## src/rtl/mem_bus_arbiter_if.sv

```systemverilog
// Bus bundle between the two requesters, the arbiter and the shared memory.
// The arbiter uses the slave modport; requesters and the memory use master.
interface mem_bus_arbiter_if #(
  parameter int ADDR_W = 16,
  parameter int DATA_W = 8
);
  // Handshake: reqN is raised with weN/addrN/wdataN and held until ackN is
  // seen. ackN is a one-cycle completion pulse, and rdataN is valid while
  // ackN is high. The requester drops reqN on the edge at which it sees ackN.
  logic              req0;
  logic              we0;
  logic [ADDR_W-1:0] addr0;
  logic [DATA_W-1:0] wdata0;
  logic              ack0;
  logic [DATA_W-1:0] rdata0;

  logic              req1;
  logic              we1;
  logic [ADDR_W-1:0] addr1;
  logic [DATA_W-1:0] wdata1;
  logic              ack1;
  logic [DATA_W-1:0] rdata1;

  logic [ADDR_W-1:0] mem_addr;
  logic [DATA_W-1:0] mem_wdata;
  logic [DATA_W-1:0] mem_rdata;
  logic              mem_ce;
  logic              mem_r;
  logic              mem_oe;
  logic              mem_w;
  logic              mem_rst;
  logic              busy;
  logic              owner;

  modport slave (
    input  req0, we0, addr0, wdata0,
    input  req1, we1, addr1, wdata1,
    input  mem_rdata,
    output ack0, rdata0, ack1, rdata1,
    output mem_addr, mem_wdata, mem_ce, mem_r, mem_oe, mem_w, mem_rst,
    output busy, owner
  );

  modport master (
    output req0, we0, addr0, wdata0,
    output req1, we1, addr1, wdata1,
    output mem_rdata,
    input  ack0, rdata0, ack1, rdata1,
    input  mem_addr, mem_wdata, mem_ce, mem_r, mem_oe, mem_w, mem_rst,
    input  busy, owner
  );
endinterface

```

## src/rtl/mem_bus_arbiter.sv

```systemverilog
// Two-port arbiter and access sequencer for the shared memory.
// Define MEM_ARB_FIXED_PRIO_EN for fixed priority (port 0 wins); default is round-robin.
module mem_bus_arbiter #(
  parameter int ADDR_W      = 16,
  parameter int DATA_W      = 8,
  parameter int WAIT_CYCLES = 1
) (
  input  logic                 clk,
  input  logic                 rst,
  mem_bus_arbiter_if.slave     bus,
  output logic [1:0]           state_dbg
);

  typedef enum logic [1:0] {
    IDLE   = 2'd0,
    SETUP  = 2'd1,
    ACCESS = 2'd2,
    DONE   = 2'd3
  } state_t;

  localparam logic [3:0] WAIT_INIT = 4'(WAIT_CYCLES);

  state_t            state;
  state_t            state_nxt;
  logic [3:0]        wait_cnt;
  logic [ADDR_W-1:0] addr_q;
  logic [DATA_W-1:0] wdata_q;
  logic              we_q;
  logic              owner_q;
  logic [DATA_W-1:0] rdata0_q;
  logic [DATA_W-1:0] rdata1_q;
  logic              mem_rst_q;
  logic              any_req;
  logic              winner;
  logic              ce_c;
  logic              r_c;
  logic              oe_c;
  logic              w_c;
  logic              last_access;

  assign any_req     = bus.req0 | bus.req1;
  assign last_access = (state == ACCESS) && (wait_cnt == 4'd0);

  always_comb begin
    winner = owner_q;
`ifdef MEM_ARB_FIXED_PRIO_EN
    winner = bus.req0 ? 1'b0 : 1'b1;
`else
    // Contested grants go to the port that did not win last time.
    if (bus.req0 && bus.req1) winner = ~owner_q;
    else                      winner = ~bus.req0;
`endif
  end

  always_ff @(posedge clk or posedge rst) begin
    if (rst) state <= IDLE;
    else     state <= state_nxt;
  end

  always_comb begin
    state_nxt = state;
    ce_c      = 1'b0;
    r_c       = 1'b0;
    oe_c      = 1'b0;
    w_c       = 1'b0;
    case (state)
      IDLE: begin
        if (any_req) state_nxt = SETUP;
      end
      SETUP: begin
        ce_c      = 1'b1;
        state_nxt = ACCESS;
      end
      ACCESS: begin
        ce_c = 1'b1;
        if (we_q) begin
          w_c = 1'b1;
        end else begin
          r_c  = 1'b1;
          oe_c = 1'b1;
        end
        if (wait_cnt == 4'd0) state_nxt = DONE;
      end
      DONE: begin
        state_nxt = IDLE;
      end
      default: state_nxt = IDLE;
    endcase
  end

  // Request fields are latched at the grant so later changes are ignored.
  always_ff @(posedge clk or posedge rst) begin
    if (rst) begin
      addr_q    <= '0;
      wdata_q   <= '0;
      we_q      <= 1'b0;
      owner_q   <= 1'b1;
      wait_cnt  <= 4'd0;
      rdata0_q  <= '0;
      rdata1_q  <= '0;
      mem_rst_q <= 1'b1;
    end else begin
      mem_rst_q <= 1'b0;
      if (state == IDLE && any_req) begin
        addr_q  <= winner ? bus.addr1  : bus.addr0;
        wdata_q <= winner ? bus.wdata1 : bus.wdata0;
        we_q    <= winner ? bus.we1    : bus.we0;
        owner_q <= winner;
      end
      if (state == SETUP) begin
        wait_cnt <= WAIT_INIT;
      end else if (state == ACCESS && wait_cnt != 4'd0) begin
        wait_cnt <= wait_cnt - 4'd1;
      end
      if (last_access && !we_q) begin
        if (owner_q) rdata1_q <= bus.mem_rdata;
        else         rdata0_q <= bus.mem_rdata;
      end
    end
  end

  assign bus.mem_addr  = addr_q;
  assign bus.mem_wdata = we_q ? wdata_q : '0;
  assign bus.mem_ce    = ce_c;
  assign bus.mem_r     = r_c;
  assign bus.mem_oe    = oe_c;
  assign bus.mem_w     = w_c;
  assign bus.mem_rst   = mem_rst_q;
  assign bus.ack0      = (state == DONE) && !owner_q;
  assign bus.ack1      = (state == DONE) &&  owner_q;
  assign bus.rdata0    = rdata0_q;
  assign bus.rdata1    = rdata1_q;
  assign bus.busy      = (state != IDLE);
  assign bus.owner     = owner_q;
  assign state_dbg     = state;

endmodule

```

## src/flat_wrapper.sv

```systemverilog
// flat-port wrapper written by rule: the top's interface ports become plain ports
module mem_bus_arbiter_flat 
#(
  parameter int ADDR_W      = 16,
  parameter int DATA_W      = 8,
  parameter int WAIT_CYCLES = 1
)
  (clk, rst, state_dbg, bus_req0, bus_we0, bus_addr0, bus_wdata0, bus_req1, bus_we1, bus_addr1, bus_wdata1, bus_mem_rdata, bus_ack0, bus_rdata0, bus_ack1, bus_rdata1, bus_mem_addr, bus_mem_wdata, bus_mem_ce, bus_mem_r, bus_mem_oe, bus_mem_w, bus_mem_rst, bus_busy, bus_owner);
  mem_bus_arbiter_if #(.ADDR_W(ADDR_W), .DATA_W(DATA_W)) bus_i ();
  input  logic clk;
  input  logic rst;
  output logic [1:0] state_dbg;
  input wire logic [$bits(bus_i.req0)-1:0] bus_req0;
  input wire logic [$bits(bus_i.we0)-1:0] bus_we0;
  input wire logic [$bits(bus_i.addr0)-1:0] bus_addr0;
  input wire logic [$bits(bus_i.wdata0)-1:0] bus_wdata0;
  input wire logic [$bits(bus_i.req1)-1:0] bus_req1;
  input wire logic [$bits(bus_i.we1)-1:0] bus_we1;
  input wire logic [$bits(bus_i.addr1)-1:0] bus_addr1;
  input wire logic [$bits(bus_i.wdata1)-1:0] bus_wdata1;
  input wire logic [$bits(bus_i.mem_rdata)-1:0] bus_mem_rdata;
  output wire logic [$bits(bus_i.ack0)-1:0] bus_ack0;
  output wire logic [$bits(bus_i.rdata0)-1:0] bus_rdata0;
  output wire logic [$bits(bus_i.ack1)-1:0] bus_ack1;
  output wire logic [$bits(bus_i.rdata1)-1:0] bus_rdata1;
  output wire logic [$bits(bus_i.mem_addr)-1:0] bus_mem_addr;
  output wire logic [$bits(bus_i.mem_wdata)-1:0] bus_mem_wdata;
  output wire logic [$bits(bus_i.mem_ce)-1:0] bus_mem_ce;
  output wire logic [$bits(bus_i.mem_r)-1:0] bus_mem_r;
  output wire logic [$bits(bus_i.mem_oe)-1:0] bus_mem_oe;
  output wire logic [$bits(bus_i.mem_w)-1:0] bus_mem_w;
  output wire logic [$bits(bus_i.mem_rst)-1:0] bus_mem_rst;
  output wire logic [$bits(bus_i.busy)-1:0] bus_busy;
  output wire logic [$bits(bus_i.owner)-1:0] bus_owner;
  assign bus_i.req0 = bus_req0;
  assign bus_i.we0 = bus_we0;
  assign bus_i.addr0 = bus_addr0;
  assign bus_i.wdata0 = bus_wdata0;
  assign bus_i.req1 = bus_req1;
  assign bus_i.we1 = bus_we1;
  assign bus_i.addr1 = bus_addr1;
  assign bus_i.wdata1 = bus_wdata1;
  assign bus_i.mem_rdata = bus_mem_rdata;
  assign bus_ack0 = bus_i.ack0;
  assign bus_rdata0 = bus_i.rdata0;
  assign bus_ack1 = bus_i.ack1;
  assign bus_rdata1 = bus_i.rdata1;
  assign bus_mem_addr = bus_i.mem_addr;
  assign bus_mem_wdata = bus_i.mem_wdata;
  assign bus_mem_ce = bus_i.mem_ce;
  assign bus_mem_r = bus_i.mem_r;
  assign bus_mem_oe = bus_i.mem_oe;
  assign bus_mem_w = bus_i.mem_w;
  assign bus_mem_rst = bus_i.mem_rst;
  assign bus_busy = bus_i.busy;
  assign bus_owner = bus_i.owner;
  mem_bus_arbiter #(.ADDR_W(ADDR_W), .DATA_W(DATA_W), .WAIT_CYCLES(WAIT_CYCLES)) u_core (.clk(clk), .rst(rst), .bus(bus_i), .state_dbg(state_dbg));
endmodule
```

## config.mk

```make
export PLATFORM = sky130hd
export DESIGN_NAME = mem_bus_arbiter_flat
export DESIGN_NICKNAME = d
export VERILOG_FILES = /design/src/rtl/mem_bus_arbiter_if.sv /design/src/rtl/mem_bus_arbiter.sv /design/src/flat_wrapper.sv
export SDC_FILE = /design/constraint.sdc
export NUM_CORES = 1
export LEC_CHECK = 0
export ABC_AREA = 0
export CAP_MARGIN = 20
export CORE_ASPECT_RATIO = 0.8
export CORE_MARGIN = 1
export CORE_UTILIZATION = 44
export DETAILED_ROUTE_END_ITERATION = 8
export GPL_TIMING_DRIVEN = 0
export PLACE_DENSITY = 0.85
export RECOVER_POWER = 50
export SETUP_SLACK_MARGIN = 0.3
export SYNTH_ARGS = -nofsm -noshare
export SYNTH_HDL_FRONTEND = slang
export SYNTH_SLANG_ARGS = --single-unit
```

## constraint.sdc

```tcl
create_clock -name clk -period 4.95 [get_ports clk]
set_clock_uncertainty 0.2 [all_clocks]
set_input_delay 0.495 -clock clk [delete_from_list [all_inputs] [get_ports clk]]
set_output_delay 0.495 -clock clk [all_outputs]
set_load 0.005 [all_outputs]
```

==> results_dict.tcl, run 1 <==
set metrics [dict create \
    run_status "finished with violations" \
    failed_checks "DRC, capacitance limit, slew limit" \
    synth_seq_cells 49 \
    final.setup.tns_ns 0 \
    place_ws_ns 2.40 \
    yosys.cell_types.count 33 \
    wire_length_of_the_first_global_routing_pass_um 10700 \
    grtUsageMet3_pct 8.08 \
    post_synth_xor_area_fraction_pct 0 \
    wire_per_inst_um 15.9 \
    hold_path_class "flop to flop" \
    ioPinCount 113 \
    yosys_warnings 0 \
    clock_tree_from_tritoncts "built" \
    finalMaxSlewViolations 31 \
    numClockSinks 49 \
    core-area_um2 5120 \
    worst-setup-path-type "primary input to async pin" \
    power.leakage_nw 1.54 \
    postRouteAntennaNets 0 \
    synth.mux.area_fraction_pct 10.0 \
    synth_fp_nets 307 \
    worst-endpoint-required_ns 4.87 \
    timing.final.crit_share_pct 59.0 \
    setup_repair_after_global_routing_missed_its_margin "false" \
    synth_compound_area_share_pct 13.8 \
    dieHeight_um 68.1 \
    reg2regPathDepth 6 \
    fill_cells 397 \
    number_of_cell_rows 23 \
    holdBufCountCts 0 \
    antenna_violations_before_repair 0 \
    cts-resized-gates 0 \
    timing.critical_path.from_type "primary input" \
    ctsHtreeMaxLevel 2 \
    cts.path.max_buffers 2 \
    post-dp-hpwl_um 5100 \
    hold-path-cell-count 1 \
    via_count 2255 \
    simple_gate_share_of_the_synthesized_area_pct 16.6 \
    tritoncts.num_buffers 5 \
    critical_path_arrival_ns 2.84 \
    gp_congestion 0.826 \
    dr.pass1.iters 9 \
    syn_area_um2 2400 \
    clk_latency_ns 0.30 \
    synth_fa_ha_area_share_pct 3.64 \
    hold_viol_final 0 \
    cts.clk_slew.worst_paths_ns 0.09 \
    die-area_um2 5770 \
    worst_slew_pin_slew_ns 1.63 \
    cts_setup_buffers 0 \
    remaining_drc_errors 6 \
    relSlewSlack_pct -8.59 \
    multi_input_comb_area_um2 1060 \
    met1_usage_pct 29.8 \
    synth.yosys.seq_area_share_pct 51.1 \
    design.final.nets 427 \
    main_combinational_cell_family_by_area_after_synthesis "simple AND/OR/NAND/NOR gates" \
    cts_root_buffer "sky130_fd_sc_hd__clkbuf_8" \
    met2_usage_pct 43.1 \
    drt_wl_total_um 6700 \
    grt_max_degree 31 \
    timing.fmax_mhz 343 \
    area.growth.synth_to_final_pct 54.1 \
    final_layout_size_suffix_gt1_share_pct 9.47 \
    post-route-min-period_ns 2.92 \
    detail_route.iter0.violations 95 \
    max_cap_violations 1 \
    synthesis.area_per_instance_um2 10.1 \
    grt_util_all_layers_pct 24.7 \
    vdd.ir_drop.worst_mv 0.277 \
    synthCells 238 \
    path_max_fanout 30 \
    seqCellArea_um2 1230 \
    chipWidth_um 84.7 \
    critPathCaptureType "async pin" \
    fin_ws_ns 2.03 \
    n_antenna_cell 0 \
    gr-total-overflow 0 \
    grt_most_used_layer "met2" \
    power_per_cell_area_nw_per_um2 534 \
    setup-violations-final 0 \
    floorplan.initialDensity_pct 46.9 \
    io_buffer_count 112 \
    vias_in_the_first_global_route 2238 \
    vias_per_cell 5.36 \
]
routing by layer:
layer,vias to the layer above,part of all wire (%)
met2,98,48
met4,0,1.9
met3,12,8.3
met5,-,0
met1,1070,41
li1,1075,-
worst paths after layout:
check	slack, ns	endpoint	from
worst max-delay path	2.03	u_core.bus.mem_addr[2]$_DFFE_PP0P_	rst
worst min-delay path	0.31	u_core.bus.rdata1[6]$_DFFE_PP0P_	u_core.bus.rdata1[6]$_DFFE_PP0P_
worst max register to register	2.66	u_core.bus.rdata0[6]$_DFFE_PP0P_	u_core.wait_cnt[0]$_DFFE_PP0P_
worst min register to register	0.31	u_core.bus.rdata1[6]$_DFFE_PP0P_	u_core.bus.rdata1[6]$_DFFE_PP0P_
max in group clk	2.29	bus_mem_r	u_core.state_dbg[0]$_DFFE_PP0P_
min in group asynchronous	0.55	u_core.bus.rdata0[7]$_DFFE_PP0P_	rst
per-stage QoR:
step | hold WS [ns] | power [mW] | std cells | util (%) | instance area (um2)
final | 0.309 | 1.98 | 421 | 72.3 | 3710
after floorplan | 0.305 | 1.19 | 238 | - | 2400
after detailed placement | 0.293 | 1.77 | 413 | 70.7 | 3620
after global placement | 0.291 | 1.73 | 412 | 70.3 | 3600
after CTS | 0.317 | 2.03 | 421 | 72.7 | 3720
after global routing | 0.337 | 2.13 | 421 | 72.3 | 3710
power breakdown:
part | internal, mW | total, mW | switching (mW) | leakage (nW)
clock | 0.126 | 0.258 | 0.132 | 0.0542
sequential | 0.591 | 0.705 | 0.114 | 0.571
combinational | 0.600 | 1.02 | 0.416 | 0.919
area by class of cell:
type | count | area share [%]
multi-input combinational | 163 | 28.7
clock buffer | 7 | 2.60
sequential | 49 | 33.2
tap | 62 | 2.09
inverter | 7 | 0.709
timing repair buffer | 113 | 30.4
clock inverter | 1 | 0.135
buffer | 19 | 2.26
worst max-delay path, cell delays in order:
cell,delay (ns)
sky130_fd_sc_hd__dlygate4sd3_1,0.53
sky130_fd_sc_hd__inv_1,0.55
sky130_fd_sc_hd__clkbuf_1,1.24
Yosys cell counts, drive strengths merged:
cell | n | area [um2]
dfrtp | 47 | 1180
nor2 | 29 | 109
a31oi | 26 | 163
nand3 | 25 | 125
o21ai | 25 | 125
mux2 | 17 | 221
clkbuf | 13 | 48.8
and2 | 11 | 70.1
ha | 7 | 87.6
inv | 7 | 26.3
buf | 6 | 35.0
a21oi | 4 | 20.0
nor2b | 3 | 18.8
dfstp | 2 | 52.6
mux2i | 2 | 20.0
nand2 | 2 | 7.51
or3b | 2 | 20.0
a211oi | 1 | 7.51
and2b | 1 | 8.76
and4b | 1 | 11.3
conb | 1 | 3.75
nand2b | 1 | 6.26
nor3b | 1 | 7.51
nor4b | 1 | 8.76
o21a | 1 | 7.51
o32a | 1 | 10.0
or3 | 1 | 7.51
registers in the layout, indices dropped and copies added, names as in the netlist:
name                 cells
u_core.bus.rdata0        8
u_core.bus.mem_rst       1
u_core.wdata_q           8
u_core.wait_cnt          4
u_core.bus.rdata1        8
u_core.bus.owner         1
u_core.bus.mem_addr     16
u_core.state_dbg         2
u_core.we_q              1
placed cells by master, fill, tap and decap left out, types with 2 or more instances in the layout:
cell type,count
sky130_fd_sc_hd__a21oi_1,4
sky130_fd_sc_hd__a31oi_1,26
sky130_fd_sc_hd__and2_1,10
sky130_fd_sc_hd__buf_1,3
sky130_fd_sc_hd__clkbuf_1,14
sky130_fd_sc_hd__clkbuf_8,7
sky130_fd_sc_hd__clkdlybuf4s50_1,88
sky130_fd_sc_hd__dfrtp_1,47
sky130_fd_sc_hd__dfstp_2,2
sky130_fd_sc_hd__dlygate4sd3_1,24
sky130_fd_sc_hd__ha_1,7
sky130_fd_sc_hd__inv_1,7
sky130_fd_sc_hd__mux2_2,9
sky130_fd_sc_hd__mux2_4,8
sky130_fd_sc_hd__mux2i_1,2
sky130_fd_sc_hd__nand2_1,2
sky130_fd_sc_hd__nand3_1,25
sky130_fd_sc_hd__nor2_1,29
sky130_fd_sc_hd__nor2b_1,3
sky130_fd_sc_hd__o21ai_0,25
sky130_fd_sc_hd__or3b_1,2
logic make-up after synthesis:
| kind of cell | count (synthesis) |
|---|---|
| flops | 49 |
| other cells | 1 |
| buf+inv | 26 |
| fa+ha+maj | 7 |
| compound gates | 58 |
| simple gates | 78 |
| mux | 19 |
(Power assumes the default switching activity.)
==> inputs of run 2 (changes only) <==
CORE_UTILIZATION = 37   (was 44)
PLACE_DENSITY = 0.76   (was 0.85)
clock period = 2.6 ns   (was 4.95 ns; I/O delays follow)
==> run 2 against run 1 <==
Effect of this change: the run now ends clean; power is 90% higher; die area is 18% higher; non-clock buffer count is 1 higher; register-to-register slack worse by 2.3 ns; count of clock-buffer cells in the layout is 1 lower; via count is 1.6% lower; final cell count is 4.8% higher; clock power is 79% higher; core utilization is 11 points lower; setup slack worse by 1.7 ns; global-route usage is 5.6 points lower; critical path depth is 3 higher; largest power group unchanged; highest routed layer unchanged.
==> results_dict.tcl, run 2 (synthesis results as in run 1) <==
set metrics [dict create \
    run_status "complete, no violations" \
    worst_slew_pin_slew_ns 0.887 \
    dr.pass1.iters 4 \
    path_max_fanout 8 \
    hold_path_class "flop to flop" \
    critical_path.cell_chain "inv_1 -> ha_1 -> or3b_4 -> or3b_4 -> buf_6 -> mux2_4" \
    wire_per_inst_um 14.7 \
    floorplan.initialDensity_pct 39.4 \
    vias_in_the_first_global_route 2085 \
    setup-violations-final 0 \
    chipWidth_um 92.1 \
    timing.fmax_mhz 445 \
    crit_path_max_incr_delay_ns 0.42 \
    clock_tree_from_tritoncts "built" \
    fill_cells 552 \
    dieHeight_um 74.1 \
    grt_util_all_layers_pct 19.1 \
    die-area_um2 6830 \
    crit-reg2reg-launch "u_core.wait_cnt[1]$_DFFE_PP0P_" \
    vias_per_cell 5.03 \
    area.growth.synth_to_final_pct 56.0 \
    gp_congestion 0.769 \
    relSlewSlack_pct 40.8 \
    whs_ns 0.306 \
    power_per_cell_area_nw_per_um2 1000 \
    timing.critical_path.from_type "flop" \
    total_power_mw 3.77 \
    via_count 2218 \
    gr-total-overflow 0 \
    post-dp-hpwl_um 4910 \
    worst_path_dominant_cell_family "simple AND/OR/NAND/NOR gates" \
    cts_root_buffer "sky130_fd_sc_hd__clkbuf_8" \
    worst-endpoint-required_ns 2.59 \
    timing.final.crit_share_pct 86.4 \
    design.final.nets 428 \
    wire_length_of_the_first_global_routing_pass_um 10100 \
    post-route-min-period_ns 2.25 \
    numClockSinks 49 \
    critPathLaunch "u_core.wait_cnt[1]$_DFFE_PP0P_" \
    setup_repair_after_global_routing_missed_its_margin "false" \
    clk_latency_ns 0.29 \
    critical_path.most_common_cell "sky130_fd_sc_hd__or3b_4" \
    critical_path_arrival_ns 2.23 \
    max_cap_violations 0 \
    n_antenna_cell 0 \
    power.leakage_nw 1.55 \
    hold_viol_final 0 \
    worst-setup-path-type "flop to flop" \
    critical_path.n_buffers_inverters 2 \
    detail_route.iter0.violations 56 \
    io_buffer_count 112 \
    ctsHtreeMaxLevel 2 \
    post-place-cells 432 \
    cts.path.max_buffers 2 \
    vdd.ir_drop.worst_mv 0.429 \
    hold_path_startpoint "u_core.bus.rdata1[6]$_DFFE_PP0P_" \
    finalMaxSlewViolations 0 \
    final_standard_cell_count_with_taps_included_and_fillers_excluded 441 \
    number_of_cell_rows 25 \
    remaining_drc_errors 0 \
    cp_slowest_cell "sky130_fd_sc_hd__dfrtp_1" \
    critPathCaptureType "flop" \
    largest_reg_flops 16 \
    postRouteAntennaNets 0 \
    final_layout_size_suffix_gt1_share_pct 11.7 \
    cts.clk_slew.worst_paths_ns 0.09 \
    most_frequent_standard_cell_in_the_layout_excluding_fill_and_tap_cells "sky130_fd_sc_hd__clkdlybuf4s50_1" \
    drt_wl_total_um 6500 \
    ioPinCount 113 \
    final_cell_mix "87 x sky130_fd_sc_hd__clkdlybuf4s50_1, 46 x sky130_fd_sc_hd__dfrtp_1, 29 x sky130_fd_sc_hd__nor2_1" \
    antenna_violations_before_repair 0 \
    tritoncts.num_buffers 5 \
    grt_max_degree 27 \
    core-area_um2 6100 \
]
## run 2: timing repair
action,CTS,global route
resized for setup,3,4
cloned,0,0
setup buffers,0,1
hold buffers,0,0
setup endpoints to repair,3,9
## run 2: per-stage QoR
stage | util [%] | setup TNS (ns) | instance area (um2) | setup slack [ns]
after CTS | 61.6 | 0 | 3760 | 0.312
after global routing | 61.5 | 0 | 3750 | 0.286
after detailed placement | 59.8 | 0 | 3650 | 0.309
final | 61.5 | 0 | 3750 | 0.354
after floorplan | - | 0 | 2400 | 0.472
after global placement | 59.5 | -0.0463 | 3630 | -0.00295
## run 2: worst register-to-register path: stages (launching register included)
cell	delay (ns)
sky130_fd_sc_hd__dfrtp_1	0.42
sky130_fd_sc_hd__inv_1	0.09
sky130_fd_sc_hd__ha_1	0.18
sky130_fd_sc_hd__or3b_4	0.41
sky130_fd_sc_hd__or3b_4	0.38
sky130_fd_sc_hd__buf_6	0.16
sky130_fd_sc_hd__mux2_4	0.30
## run 2: power breakdown
group	switching, mW	total, mW	leakage [nW]	internal (mW)
Clock	0.245	0.461	0.0512	0.216
Combinational	0.797	1.97	0.933	1.17
Sequential	0.214	1.34	0.570	1.13
Total	1.26	3.77	1.55	2.51
## run 2: worst paths after layout
kind,endpoint,cells past startpoint,slack [ns]
max,u_core.bus.rdata0[1]$_DFFE_PP0P_,6,0.35
min in group asynchronous,u_core.bus.rdata0[0]$_DFFE_PP0P_,2,0.38
min,u_core.bus.rdata1[6]$_DFFE_PP0P_,1,0.31
max in group asynchronous,u_core.state_dbg[0]$_DFFE_PP0P_,3,0.62
max reg2reg,u_core.bus.rdata0[1]$_DFFE_PP0P_,6,0.35
min reg2reg,u_core.bus.rdata1[6]$_DFFE_PP0P_,1,0.31
## run 2: area by class of cell
class,instances,area (um2),area share (%)
Inverter,7,26.3,0.700
Clock buffer,6,82.6,2.20
Sequential cell,49,1230,32.8
Clock inverter,2,13.8,0.367
Multi-Input combinational cell,163,1080,28.8
Timing Repair Buffer,114,1130,30.2
Buffer,19,83.8,2.23
Tap cell,81,101,2.70
## run 2: metal layers
metal	vias to the layer above	wire (um)	track usage, %
met2	93	3010	31.1
li1	1074	-	-
met5	-	0	0
met3	11	493	5.52
met1	1040	2890	25.0
met4	0	99	5.73
